## src/rtl/alu_seq_if.sv

```systemverilog
// Bundle of the producer, ALU and consumer signals around alu_seq.
// ALU_SEQ_TAG_EN adds the in_tag/out_tag pair.
interface alu_seq_if #(
  parameter int N      = 8,
  parameter int CDEPTH = 4
);
  logic                      in_valid;
  logic                      in_ready;
  logic [N-1:0]              in_a;
  logic [N-1:0]              in_b;
  logic [3:0]                in_s;
  logic [N-1:0]              alu_a;
  logic [N-1:0]              alu_b;
  logic [3:0]                alu_s;
  logic [N-1:0]              alu_f;
  logic [5:0]                alu_flags;
  logic                      out_valid;
  logic                      out_ready;
  logic [N-1:0]              out_f;
  logic [5:0]                out_flags;
  logic [3:0]                out_s;
  logic [$clog2(CDEPTH):0]   cmd_count;

`ifdef ALU_SEQ_TAG_EN
  logic [3:0]                in_tag;
  logic [3:0]                out_tag;

  modport slave (
    input  in_valid, in_a, in_b, in_s, in_tag,
    input  alu_f, alu_flags, out_ready,
    output in_ready, alu_a, alu_b, alu_s,
    output out_valid, out_f, out_flags, out_s,
    output out_tag, cmd_count
  );

  modport master (
    output in_valid, in_a, in_b, in_s, in_tag,
    output alu_f, alu_flags, out_ready,
    input  in_ready, alu_a, alu_b, alu_s,
    input  out_valid, out_f, out_flags, out_s,
    input  out_tag, cmd_count
  );
`else
  modport slave (
    input  in_valid, in_a, in_b, in_s,
    input  alu_f, alu_flags, out_ready,
    output in_ready, alu_a, alu_b, alu_s,
    output out_valid, out_f, out_flags, out_s,
    output cmd_count
  );

  modport master (
    output in_valid, in_a, in_b, in_s,
    output alu_f, alu_flags, out_ready,
    input  in_ready, alu_a, alu_b, alu_s,
    input  out_valid, out_f, out_flags, out_s,
    input  cmd_count
  );
`endif
endinterface

```

## src/rtl/alu_seq.sv

```systemverilog
// Command sequencer feeding the 8-bit ALU and re-aligning flags with F.
// Optional ALU_SEQ_TAG_EN carries a 4-bit tag from in_tag to out_tag.
module alu_seq #(
  parameter int N      = 8,
  parameter int CDEPTH = 4,
  parameter int RDEPTH = 4
) (
  input  logic     clk,
  input  logic     rst,
  alu_seq_if.slave bus
);
  localparam int CAW = $clog2(CDEPTH);
  localparam int RAW = $clog2(RDEPTH);

  logic [N-1:0]   ca_mem [CDEPTH];
  logic [N-1:0]   cb_mem [CDEPTH];
  logic [3:0]     cs_mem [CDEPTH];
  logic [CAW-1:0] cwr_q, cwr_d;
  logic [CAW-1:0] crd_q, crd_d;
  logic [CAW:0]   ccnt_q, ccnt_d;

  logic [N-1:0]   a_q, b_q;
  logic [3:0]     s_q;
  logic           s1_vld_q;

  logic [5:0]     fl2_q;
  logic [3:0]     s2_q;
  logic           s2_vld_q;

  logic [N-1:0]   rf_mem  [RDEPTH];
  logic [5:0]     rfl_mem [RDEPTH];
  logic [3:0]     rs_mem  [RDEPTH];
  logic [RAW-1:0] rwr_q, rwr_d;
  logic [RAW-1:0] rrd_q, rrd_d;
  logic [RAW:0]   rcnt_q, rcnt_d;

  logic           push;
  logic           issue;
  logic           rd_pop;
  logic           credit_ok;
  logic [RAW+1:0] inflight;

`ifdef ALU_SEQ_TAG_EN
  logic [3:0]     ct_mem [CDEPTH];
  logic [3:0]     rt_mem [RDEPTH];
  logic [3:0]     t1_q;
  logic [3:0]     t2_q;
`endif

  assign bus.in_ready  = (ccnt_q != (CAW+1)'(CDEPTH));
  assign push          = bus.in_valid && bus.in_ready;

  // Every issued command owns a result slot until it is read out.
  assign inflight  = (RAW+2)'(rcnt_q)
                   + (RAW+2)'(s1_vld_q)
                   + (RAW+2)'(s2_vld_q);
  assign credit_ok = (inflight < (RAW+2)'(RDEPTH));
  assign issue     = (ccnt_q != '0) && credit_ok;

  assign bus.out_valid = (rcnt_q != '0);
  assign rd_pop        = bus.out_valid && bus.out_ready;

  always_comb begin
    cwr_d  = cwr_q;
    crd_d  = crd_q;
    ccnt_d = ccnt_q;
    if (push) begin
      cwr_d = cwr_q + CAW'(1);
    end
    if (issue) begin
      crd_d = crd_q + CAW'(1);
    end
    if (push && !issue) begin
      ccnt_d = ccnt_q + (CAW+1)'(1);
    end else if (!push && issue) begin
      ccnt_d = ccnt_q - (CAW+1)'(1);
    end
  end

  always_comb begin
    rwr_d  = rwr_q;
    rrd_d  = rrd_q;
    rcnt_d = rcnt_q;
    if (s2_vld_q) begin
      rwr_d = rwr_q + RAW'(1);
    end
    if (rd_pop) begin
      rrd_d = rrd_q + RAW'(1);
    end
    if (s2_vld_q && !rd_pop) begin
      rcnt_d = rcnt_q + (RAW+1)'(1);
    end else if (!s2_vld_q && rd_pop) begin
      rcnt_d = rcnt_q - (RAW+1)'(1);
    end
  end

  always_ff @(posedge clk or negedge rst) begin
    if (!rst) begin
      cwr_q  <= '0;
      crd_q  <= '0;
      ccnt_q <= '0;
      rwr_q  <= '0;
      rrd_q  <= '0;
      rcnt_q <= '0;
    end else begin
      cwr_q  <= cwr_d;
      crd_q  <= crd_d;
      ccnt_q <= ccnt_d;
      rwr_q  <= rwr_d;
      rrd_q  <= rrd_d;
      rcnt_q <= rcnt_d;
    end
  end

  always_ff @(posedge clk) begin
    if (push) begin
      ca_mem[cwr_q] <= bus.in_a;
      cb_mem[cwr_q] <= bus.in_b;
      cs_mem[cwr_q] <= bus.in_s;
`ifdef ALU_SEQ_TAG_EN
      ct_mem[cwr_q] <= bus.in_tag;
`endif
    end
  end

  // Operands hold their last value when nothing issues.
  always_ff @(posedge clk or negedge rst) begin
    if (!rst) begin
      a_q      <= '0;
      b_q      <= '0;
      s_q      <= '0;
      s1_vld_q <= 1'b0;
`ifdef ALU_SEQ_TAG_EN
      t1_q     <= '0;
`endif
    end else begin
      s1_vld_q <= issue;
      if (issue) begin
        a_q  <= ca_mem[crd_q];
        b_q  <= cb_mem[crd_q];
        s_q  <= cs_mem[crd_q];
`ifdef ALU_SEQ_TAG_EN
        t1_q <= ct_mem[crd_q];
`endif
      end
    end
  end

  // Flags are combinational on the issued operands; F lands one edge later.
  always_ff @(posedge clk or negedge rst) begin
    if (!rst) begin
      fl2_q    <= '0;
      s2_q     <= '0;
      s2_vld_q <= 1'b0;
`ifdef ALU_SEQ_TAG_EN
      t2_q     <= '0;
`endif
    end else begin
      s2_vld_q <= s1_vld_q;
      if (s1_vld_q) begin
        fl2_q <= bus.alu_flags;
        s2_q  <= s_q;
`ifdef ALU_SEQ_TAG_EN
        t2_q  <= t1_q;
`endif
      end
    end
  end

  always_ff @(posedge clk) begin
    if (s2_vld_q) begin
      rf_mem[rwr_q]  <= bus.alu_f;
      rfl_mem[rwr_q] <= fl2_q;
      rs_mem[rwr_q]  <= s2_q;
`ifdef ALU_SEQ_TAG_EN
      rt_mem[rwr_q]  <= t2_q;
`endif
    end
  end

  assign bus.alu_a     = a_q;
  assign bus.alu_b     = b_q;
  assign bus.alu_s     = s_q;
  assign bus.cmd_count = ccnt_q;

  assign bus.out_f     = bus.out_valid ? rf_mem[rrd_q]  : '0;
  assign bus.out_flags = bus.out_valid ? rfl_mem[rrd_q] : '0;
  assign bus.out_s     = bus.out_valid ? rs_mem[rrd_q]  : '0;
`ifdef ALU_SEQ_TAG_EN
  assign bus.out_tag   = bus.out_valid ? rt_mem[rrd_q]  : '0;
`endif

endmodule

```

## src/flat_wrapper.sv

```systemverilog
// flat-port wrapper written by rule: the top's interface ports become plain ports
module alu_seq_flat 
#(
  parameter int N      = 8,
  parameter int CDEPTH = 4,
  parameter int RDEPTH = 4
)
  (clk, rst, bus_in_valid, bus_in_a, bus_in_b, bus_in_s, bus_alu_f, bus_alu_flags, bus_out_ready, bus_in_ready, bus_alu_a, bus_alu_b, bus_alu_s, bus_out_valid, bus_out_f, bus_out_flags, bus_out_s, bus_cmd_count);
  alu_seq_if #(.N(N), .CDEPTH(CDEPTH)) bus_i ();
  input  logic clk;
  input  logic rst;
  input wire logic [$bits(bus_i.in_valid)-1:0] bus_in_valid;
  input wire logic [$bits(bus_i.in_a)-1:0] bus_in_a;
  input wire logic [$bits(bus_i.in_b)-1:0] bus_in_b;
  input wire logic [$bits(bus_i.in_s)-1:0] bus_in_s;
  input wire logic [$bits(bus_i.alu_f)-1:0] bus_alu_f;
  input wire logic [$bits(bus_i.alu_flags)-1:0] bus_alu_flags;
  input wire logic [$bits(bus_i.out_ready)-1:0] bus_out_ready;
  output wire logic [$bits(bus_i.in_ready)-1:0] bus_in_ready;
  output wire logic [$bits(bus_i.alu_a)-1:0] bus_alu_a;
  output wire logic [$bits(bus_i.alu_b)-1:0] bus_alu_b;
  output wire logic [$bits(bus_i.alu_s)-1:0] bus_alu_s;
  output wire logic [$bits(bus_i.out_valid)-1:0] bus_out_valid;
  output wire logic [$bits(bus_i.out_f)-1:0] bus_out_f;
  output wire logic [$bits(bus_i.out_flags)-1:0] bus_out_flags;
  output wire logic [$bits(bus_i.out_s)-1:0] bus_out_s;
  output wire logic [$bits(bus_i.cmd_count)-1:0] bus_cmd_count;
  assign bus_i.in_valid = bus_in_valid;
  assign bus_i.in_a = bus_in_a;
  assign bus_i.in_b = bus_in_b;
  assign bus_i.in_s = bus_in_s;
  assign bus_i.alu_f = bus_alu_f;
  assign bus_i.alu_flags = bus_alu_flags;
  assign bus_i.out_ready = bus_out_ready;
  assign bus_in_ready = bus_i.in_ready;
  assign bus_alu_a = bus_i.alu_a;
  assign bus_alu_b = bus_i.alu_b;
  assign bus_alu_s = bus_i.alu_s;
  assign bus_out_valid = bus_i.out_valid;
  assign bus_out_f = bus_i.out_f;
  assign bus_out_flags = bus_i.out_flags;
  assign bus_out_s = bus_i.out_s;
  assign bus_cmd_count = bus_i.cmd_count;
  alu_seq #(.N(N), .CDEPTH(CDEPTH), .RDEPTH(RDEPTH)) u_core (.clk(clk), .rst(rst), .bus(bus_i));
endmodule
```

## config.mk

```make
export PLATFORM = sky130hd
export DESIGN_NAME = alu_seq_flat
export DESIGN_NICKNAME = d
export VERILOG_FILES = /design/src/rtl/alu_seq_if.sv /design/src/rtl/alu_seq.sv /design/src/flat_wrapper.sv
export SDC_FILE = /design/constraint.sdc
export NUM_CORES = 1
export LEC_CHECK = 0
export BUFFER_PORTS_ARGS = -buffer_cell sky130_fd_sc_hd__buf_4
export CORE_MARGIN = 1.5
export CORE_UTILIZATION = 62
export DETAILED_ROUTE_END_ITERATION = 8
export PLACE_DENSITY = 0.83
export SETUP_SLACK_MARGIN = 0.3
export SYNTH_ARGS = -nofsm -noshare
export SYNTH_HDL_FRONTEND = slang
export SYNTH_SLANG_ARGS = --single-unit
export TNS_END_PERCENT = 5
```

## constraint.sdc

```tcl
create_clock -name clk -period 4.17 [get_ports clk]
set_input_delay 0.834 -clock clk [delete_from_list [all_inputs] [get_ports clk]]
set_output_delay 0.834 -clock clk [all_outputs]
set_load 0.05 [all_outputs]
```

# Word-level counts from Yosys, hierarchy flattened
# Memories as Yosys holds them, arrays and structs flattened. A register that Yosys moved wholly into a read port is not among the register bits.
# Index checks and enable logic that the tools add are counted.
classes:
  add_sub_neg: 10
  magnitude_cmp: 1
  n_eq_ne: 1
  n_mux: 11
  n_reduce_logical: 18
op_table:
  columns: ["cell", "n"]
  rows:
  - ["$mux W3", 4]
  - ["$add A2 B1 Y2 const B", 4]
  - ["$mux W8", 1]
  - ["$logic_and A1 B1 Y1", 7]
  - ["$logic_not A1 Y1", 7]
  - ["$add A3 B1 Y3 const B", 2]
  - ["$mux W6", 1]
  - ["$reduce_bool A3 Y1", 2]
  - ["$sub A3 B1 Y3 const B", 2]
  - ["$add A3 B1 Y4", 1]
  - ["$add A4 B1 Y4", 1]
  - ["$lt A4 B3 Y1 const B", 1]
  - ["$mux W1", 4]
  - ["$mux W4", 1]
  - ["$reduce_bool A2 Y1", 2]
  - ["$ne A3 B3 Y1 const B", 1]
totals:
  reg_bits: 26
  ramBits: 152
  input_bits: 38
  output_inout_bits: 43
  word_cells: 57
  mem_count: 6
mem_list:
  columns: ["memory", "words", "word_bits", "rd", "rd_clocked_by_memory_dff", "write_ports", "line_no", "text"]
  rows:
  - ["u_core.ca_mem", 4, 8, 1, 1, 1, "alu_seq.sv:15", "logic [N-1:0] ca_mem [CDEPTH];"]
  - ["u_core.cb_mem", 4, 8, 1, 1, 1, "alu_seq.sv:16", "logic [N-1:0] cb_mem [CDEPTH];"]
  - ["u_core.rf_mem", 4, 8, 1, 0, 1, "alu_seq.sv:30", "logic [N-1:0] rf_mem [RDEPTH];"]
  - ["u_core.rfl_mem", 4, 6, 1, 0, 1, "alu_seq.sv:31", "logic [5:0] rfl_mem [RDEPTH];"]
  - ["u_core.cs_mem", 4, 4, 1, 1, 1, "alu_seq.sv:17", "logic [3:0] cs_mem [CDEPTH];"]
  - ["u_core.rs_mem", 4, 4, 1, 0, 1, "alu_seq.sv:32", "logic [3:0] rs_mem [RDEPTH];"]

# Logic depth before layout (Yosys ltp)
# Gate-level depths: netlist (run 1).
depth:
  depth_word: 7
  depth_mapped: 11

# Worst setup path before layout (run 1)
# OpenSTA, ideal clock, no wires.
synth_path:
  path_kind: "register -> output"
  from: "reg u_core.rcnt_q[1]"
  to: "out bus_out_f[0]"
  t_arrival_ns: 1.703
  path_slack_ns: 1.633
  path_stages_with_launch: 4
  cell_sequence: "dfrtp_1 or3_1 clkbuf_1 and2_1"
synth_between:
  elab_chain_cells: 2
synth_rtl:
  columns: ["element", "line_no", "text"]
  rows:
  - ["from (decl)", "alu_seq.sv:35", "logic [RAW:0] rcnt_q, rcnt_d;"]
  - ["from (signal assigned)", "alu_seq.sv:111", "rcnt_q <= rcnt_d;"]
  - ["$reduce_bool A3 Y1", "alu_seq.sv:60", "assign bus.out_valid = (rcnt_q != '0);"]
  - ["via bus_out_valid", "flat_wrapper.sv:23", "output wire logic [$bits(bus_i.out_valid)-1:0] bus_out_valid;"]
  - ["$mux W8", "alu_seq.sv:186", "assign bus.out_f = bus.out_valid ? rf_mem[rrd_q] : '0;"]
  - ["to (decl)", "flat_wrapper.sv:24", "output wire logic [$bits(bus_i.out_f)-1:0] bus_out_f;"]
# The timed path passes the listed nets, and every way through them passes these cells.

# Worst setup path in the final report (run 1)
layout_path:
  from: "reg u_core.rrd_q[0]"
  to: "out bus_out_s[2]"
layout_between:
  elab_chain_cells: 2
layout_rtl:
  columns: ["element", "line_no", "text"]
  rows:
  - ["from (decl)", "alu_seq.sv:34", "logic [RAW-1:0] rrd_q, rrd_d;"]
  - ["from (signal assigned)", "alu_seq.sv:110", "rrd_q <= rrd_d;"]
  - ["$mem_v2 Z4 W4", null, null]
  - ["$mux W4", "alu_seq.sv:188", "assign bus.out_s = bus.out_valid ? rs_mem[rrd_q] : '0;"]
  - ["to (decl)", "flat_wrapper.sv:26", "output wire logic [$bits(bus_i.out_s)-1:0] bus_out_s;"]
# Every way passes these cells.

==> results of run 1 <==
## stage by stage
step	setup WS (ns)	instances	hold slack, ns	cell area [um2]
2_1_floorplan	1.63	355	0.372	7600
3_3_place_gp	1.51	572	0.482	8330
3_5_place_dp	1.45	572	0.501	8330
4_1_cts	1.01	604	0.441	9000
5_1_grt	0.902	604	0.464	9000
6_report	1.06	604	0.425	9000
## cells in the mapped netlist, drive strengths merged
cell type  count
edfxtp       152
dfrtp         46
mux4          38
mux2          33
and2          26
ha            11
buf            8
inv            8
xnor2          6
xor2           6
clkbuf         5
nand2          3
nor2           3
fa             2
a2111oi        1
a211oi         1
a21boi         1
a21o           1
nand3          1
nor3           1
o21ai          1
or3            1
## metal layers
| layer | GRT usage, % | part of all wire [%] | vias up |
|---|---|---|---|
| met5 | 0 | 0 | - |
| met4 | 8.08 | 1.7 | 0 |
| met3 | 5.58 | 4.1 | 22 |
| met2 | 38.9 | 55 | 96 |
| met1 | 26.9 | 40 | 1838 |
| li1 | - | - | 1564 |
## path summary, 6_finish.rpt
kind / endpoint / cells past startpoint
setup / recovery: bus_out_s[2] / 4
hold / removal: u_core.cwr_q[1] / 1
setup reg to reg: u_core.bus.cmd_count[1] / 9
hold reg to reg: u_core.rs_mem[3][1] / 0
max in group asynchronous: u_core.fl2_q[2] / 1
min in group clk: u_core.rs_mem[3][1] / 0
## sequential cells by signal, indices dropped and copies added, names as in the netlist, 3 cells and up
signal / flops
u_core.bus.alu_a: 8
u_core.bus.alu_b: 8
u_core.bus.alu_s: 4
u_core.bus.cmd_count: 3
u_core.ca_mem: 32
u_core.cb_mem: 32
u_core.cs_mem: 16
u_core.fl2_q: 6
u_core.rcnt_q: 3
u_core.rf_mem: 32
u_core.rfl_mem: 24
u_core.rs_mem: 16
u_core.s2_q: 4
## area by class of cell
| type | instances | area share, % |
|---|---|---|
| multi-input cells | 136 | 19.7 |
| inverters | 8 | 0.334 |
| clock inverters | 13 | 2.39 |
| clock buffers | 19 | 5.05 |
| well taps | 147 | 2.04 |
| flip-flops and latches | 198 | 63.5 |
| repair buffers | 83 | 6.93 |
## cells by family (layout without fill, tap and decap cells)
logic type                 count (synthesis)  in the layout  synth area share (%)
DFF                                      198            198                  75.2
adders and majority gates                 13             13                  2.34
buffers and inverters                     21            123                  1.40
xor gates and xnor gates                  12             12                  1.38
muxes                                     71             71                  16.2
AOI/OAI and AO/OA                          5              5                 0.774
and+or+nand+nor                           35             35                  2.72
==> flow_metrics.env, run 1 <==
export IMPL_status="finished, final reports clean"
export IMPL_fillers=642
export IMPL_endpoint_kind="primary output"
export IMPL_coreArea_mm2=0.0120
export IMPL_mappedNetlistNets=406
export IMPL_period_needed_ns=3.11
export IMPL_yosysSeqAreaShare_pct=75.2
export IMPL_final_util_pct=75.2
export IMPL_rows=40
export IMPL_grt_use_total_pct=22.1
export IMPL_synth_area_leaders="edfxtp_1, dfrtp_1, mux4_2"
export IMPL_arrival_ns=2.27
export IMPL_grt_pass1_vias=3826
export IMPL_critPathMaxStageDelay_ns=0.55
export IMPL_slew_violations=0
export IMPL_finalHoldViolations=0
export IMPL_hp_class="input port to async pin"
export IMPL_post_cts_buffers=0
export IMPL_ant_nets=0
export IMPL_htree_levels=4
export IMPL_criticalPathCategory="flip-flop to primary output"
export IMPL_overflow=0
export IMPL_dieArea_mm2=0.0129
export IMPL_start_util_pct=63.5
export IMPL_vias=3520
export IMPL_routabilityCongestion=0.676
export IMPL_cts_hold_fix_buffers=0
export IMPL_fp_dieW_um=114
export IMPL_fmax_ghz=0.322
export IMPL_dp_hpwl_um=7780
export IMPL_wirelength_um=13100
export IMPL_cts_sinks=198
export IMPL_viasPerCell=5.83
export IMPL_ys_ff_latch=198
export IMPL_critPathSlowestCell="dfrtp_1"
export IMPL_wl_per_cell_um=21.6
export IMPL_final_cell_mix="edfxtp_1, buf_4, dfrtp_1"
export IMPL_rsz0062_at_grt="no"
export IMPL_yosysTopAreaCell="edfxtp_1"
export IMPL_layout_drive_gt1_share_pct=41.4
export IMPL_ios=81
export IMPL_drv_cap=0
export IMPL_synth_top_area_share_pct=60.1
export IMPL_start_kind="flip-flop"
export IMPL_synth_distinct_cells=24
export IMPL_ys_warn_count=0
export IMPL_drtIter0Drc=215
export IMPL_post_route_period_util_pct=74.5
export IMPL_grt_max_degree=47
export IMPL_r2r_start="u_core.s2_vld_q"
export IMPL_startpoint="u_core.rrd_q[0]"
export IMPL_cp_common_cell="buf_4"
export IMPL_drc=0
export IMPL_clkLatencyLatePin_ns=0.43
export IMPL_path_clk_slew_ns=0.07
export IMPL_crit_required_ns=3.34
export IMPL_dr_pass1_iters=4
export IMPL_numCtsBuffers=17
export IMPL_tns_ns=0
export IMPL_path_max_fanout=15
export IMPL_fin_worst_skew_ns=0.0115
export IMPL_syn_area_mm2=0.00760
export IMPL_cp_cell_sequence="buf_4 -> mux4_2 -> and2_1 -> buf_4"
export IMPL_tritoncts="built"
export IMPL_crit_buf_inv=2
export IMPL_multiInputGateArea_mm2=0.00178
export IMPL_avgSynthCellArea_um2=21.4
export IMPL_clk_path_buf_depth=2
export IMPL_nets=495
export IMPL_grt_pass1_wl_um=20600
export IMPL_cts_resized_gates=0
export IMPL_ff_latch_area_mm2=0.00572
export IMPL_reg2reg_slack_ns=1.44
export IMPL_finalSetupViolCount=0
export IMPL_worst_slew_pin_transition_ns=1.10
export IMPL_syn_to_final_growth_pct=18.4
export IMPL_max_slew_margin_pct=26.8
export IMPL_portBuffers=80
export IMPL_cts_root_buf="clkbuf_16"
export IMPL_syn_inst=355
export IMPL_final_common_cell="edfxtp_1"
export IMPL_antenna_found_initial=0
export IMPL_diodes=0
export IMPL_die_h_um=114
export IMPL_critPathTopFamily="buffers and inverters"
Power of run 1 is left out: the tool's default activity adds up to more than one toggle a clock period on the data nets, which glitch-free logic cannot reach.
==> run 2: changes to the inputs <==
--- a/config.mk
+++ b/config.mk
@@ -5,11 +5,12 @@
 export SDC_FILE = /design/constraint.sdc
 export NUM_CORES = 1
 export LEC_CHECK = 0
+export ABC_AREA = 1
 export BUFFER_PORTS_ARGS = -buffer_cell sky130_fd_sc_hd__buf_4
 export CORE_MARGIN = 1.5
-export CORE_UTILIZATION = 62
+export CORE_UTILIZATION = 59
 export DETAILED_ROUTE_END_ITERATION = 8
-export PLACE_DENSITY = 0.83
+export PLACE_DENSITY = 0.8
 export SETUP_SLACK_MARGIN = 0.3
 export SYNTH_ARGS = -nofsm -noshare
 export SYNTH_HDL_FRONTEND = slang
==> constraint.sdc (replaced) <==
create_clock -name clk -period 3.1 [get_ports clk]
set_input_delay 0.62 -clock clk [delete_from_list [all_inputs] [get_ports clk]]
set_output_delay 0.62 -clock clk [all_outputs]
set_load 0.05 [all_outputs]
==> flow_metrics.env, run 2 <==
export IMPL_synth_top_area_share_pct=55.2
export IMPL_hold_slack_ns=0.195
export IMPL_synth_most_common_cell="nand2_1"
export IMPL_slew_violations=0
export IMPL_crit_required_ns=2.48
export IMPL_die_h_um=121
export IMPL_grt_pass1_wl_um=25200
export IMPL_rsz0062_at_grt="no"
export IMPL_start_util_pct=60.0
export IMPL_max_slew_margin_pct=43.7
export IMPL_grt_use_total_pct=23.0
export IMPL_reg2reg_slack_ns=0.73
export IMPL_tns_ns=0
export IMPL_rr_worst_depth=11
export IMPL_syn_inst=740
export IMPL_finalHoldViolations=0
export IMPL_mappedNetlistNets=791
export IMPL_syn_to_final_growth_pct=15.1
export IMPL_status="finished, final reports clean"
export IMPL_avgSynthCellArea_um2=11.2
export IMPL_path_max_fanout=38
export IMPL_clkLatencyLatePin_ns=0.43
export IMPL_syn_area_mm2=0.00826
export IMPL_dieArea_mm2=0.0147
export IMPL_viasPerCell=5.20
export IMPL_synth_area_leaders="edfxtp_1, dfrtp_1, nand2_1"
export IMPL_fmax_ghz=0.368
export IMPL_synthArstFlopShare_pct=23.2
export IMPL_layout_drive_gt1_share_pct=16.6
export IMPL_ys_warn_count=0
export IMPL_criticalPathCategory="flip-flop to primary output"
export IMPL_yosysSeqAreaShare_pct=69.2
export IMPL_final_cell_mix="nand2_1, edfxtp_1, inv_1"
export IMPL_wirelength_um=15700
export IMPL_ios=81
export IMPL_diodes=0
export IMPL_dr_pass1_iters=5
export IMPL_routabilityCongestion=0.806
export IMPL_top_regs="u_core.ca_mem: 32 flops, u_core.cb_mem: 32 flops, u_core.rf_mem: 32 flops"
export IMPL_grt_pass1_vias=5339
export IMPL_post_place_ws_ns=0.716
export IMPL_grt_max_degree=47
export IMPL_ys_ff_latch=198
export IMPL_antenna_found_initial=0
export IMPL_hp_class="input port to async pin"
export IMPL_portBuffers=80
export IMPL_fin_worst_skew_ns=0.00629
export IMPL_fp_dieW_um=121
export IMPL_arrival_ns=2.10
export IMPL_finalSetupViolCount=0
export IMPL_synth_distinct_cells=23
export IMPL_vias=5254
export IMPL_numCtsBuffers=17
export IMPL_clk_path_buf_depth=2
export IMPL_worst_slew_pin_transition_ns=0.844
export IMPL_wl_per_cell_um=15.5
export IMPL_start_kind="flip-flop"
export IMPL_drc=0
export IMPL_post_route_period_util_pct=87.7
export IMPL_synth_edf_count=152
export IMPL_cts_sinks=198
export IMPL_dp_hpwl_um=9470
export IMPL_endpoint_kind="primary output"
export IMPL_setup_ws_ns=0.381
export IMPL_fillers=993
export IMPL_tritoncts="built"
export IMPL_overflow=0
export IMPL_htree_levels=4
export IMPL_path_clk_slew_ns=0.06
export IMPL_nets=869
export IMPL_synth_ff_type="edfxtp_1"
export IMPL_coreArea_mm2=0.0138
export IMPL_drtIter0Drc=360
export IMPL_final_common_cell="nand2_1"
export IMPL_rows=43
export IMPL_period_needed_ns=2.72
export IMPL_drv_cap=0
export IMPL_ant_nets=0
export IMPL_yosysTopAreaCell="edfxtp_1"
export IMPL_ys_top_cells_by_count="nand2_1, edfxtp_1, inv_1"
export IMPL_cts_root_buf="clkbuf_16"
-- run 2: cell types whose count changed after synthesis, sizes merged, moves of 3 or more --
| cell | change |
|---|---|
| a21oi | +19 |
| and2 | -26 |
| buf | +22 |
| clkbuf | -4 |
| inv | +101 |
| mux2 | -23 |
| mux4 | -38 |
| nand2 | +182 |
| nand3 | +44 |
| nor2 | +76 |
| o21ai | +41 |
| xnor2 | -3 |
-- run 2: cell type report --
class	instances	area, um2	area share (%)
clock buffer	20	437	4.59
sequential	198	5720	60.1
timing repair buffer	90	676	7.11
inverter	109	409	4.30
clock inverter	12	131	1.38
multi-input combinational	402	1910	20.1
tap	180	225	2.37
-- run 2: per-layer routing --
layer  GRT usage [%]  up-vias  share of wire (%)
met2            40.9      172                 53
met3            4.79       38                4.9
met1            26.8     2509                 40
met5               0        -                  0
met4            10.5        0                2.4
li1                -     2535                  -
-- run 2: metrics by stage --
| step | instance area (um2) | instances | util (%) |
|---|---|---|---|
| floorplan | 8260 | 740 | - |
| global placement | 8940 | 979 | 64.9 |
| detailed placement | 8940 | 979 | 64.9 |
| CTS | 9510 | 1011 | 69.0 |
| global route | 9510 | 1011 | 69.0 |
| finish | 9510 | 1011 | 69.0 |
-- run 2: worst paths after layout --
| path | from | endpoint |
|---|---|---|
| min in group clk | bus_in_b[1] | u_core.cb_mem[0][1] |
| worst min register to register | u_core.bus.alu_b[2] | u_core.bus.alu_b[2] |
| max in group asynchronous | rst | u_core.rrd_q[0] |
| worst max-delay path | u_core.rrd_q[0] | bus_out_s[2] |
| worst max register to register | u_core.s2_vld_q | u_core.bus.cmd_count[2] |
| worst min-delay path | rst | u_core.fl2_q[5] |
-- run 2: critical path, cell delays in order (launching register included) --
cell and delay [ns]:
dfrtp_2 0.54, inv_1 0.10, buf_4 0.36, o21ai_0 0.17
a21oi_1 0.25, buf_4 0.24
-- run 2: cell families (layout without fill, tap and decap cells) --
logic type	count (synthesis)	after routing	share of synthesized area, %
compound gates	61	61	3.83
xor+xnor	8	8	0.848
fa+ha+maj	13	13	2.15
buf+inv	140	231	7.66
flops	198	198	69.2
mux	10	10	1.36
simple gates	310	310	15.0
-- run 2: what timing repair did --
item / in CTS / in global routing
setup endpoints to repair: 7 / 0
hold endpoints to repair: 0 / 0
buffers inserted: 0 / 0
gates resized for setup: 1 / 0
hold buffers: 0 / 0
Power of run 2 is left out for the same reason.
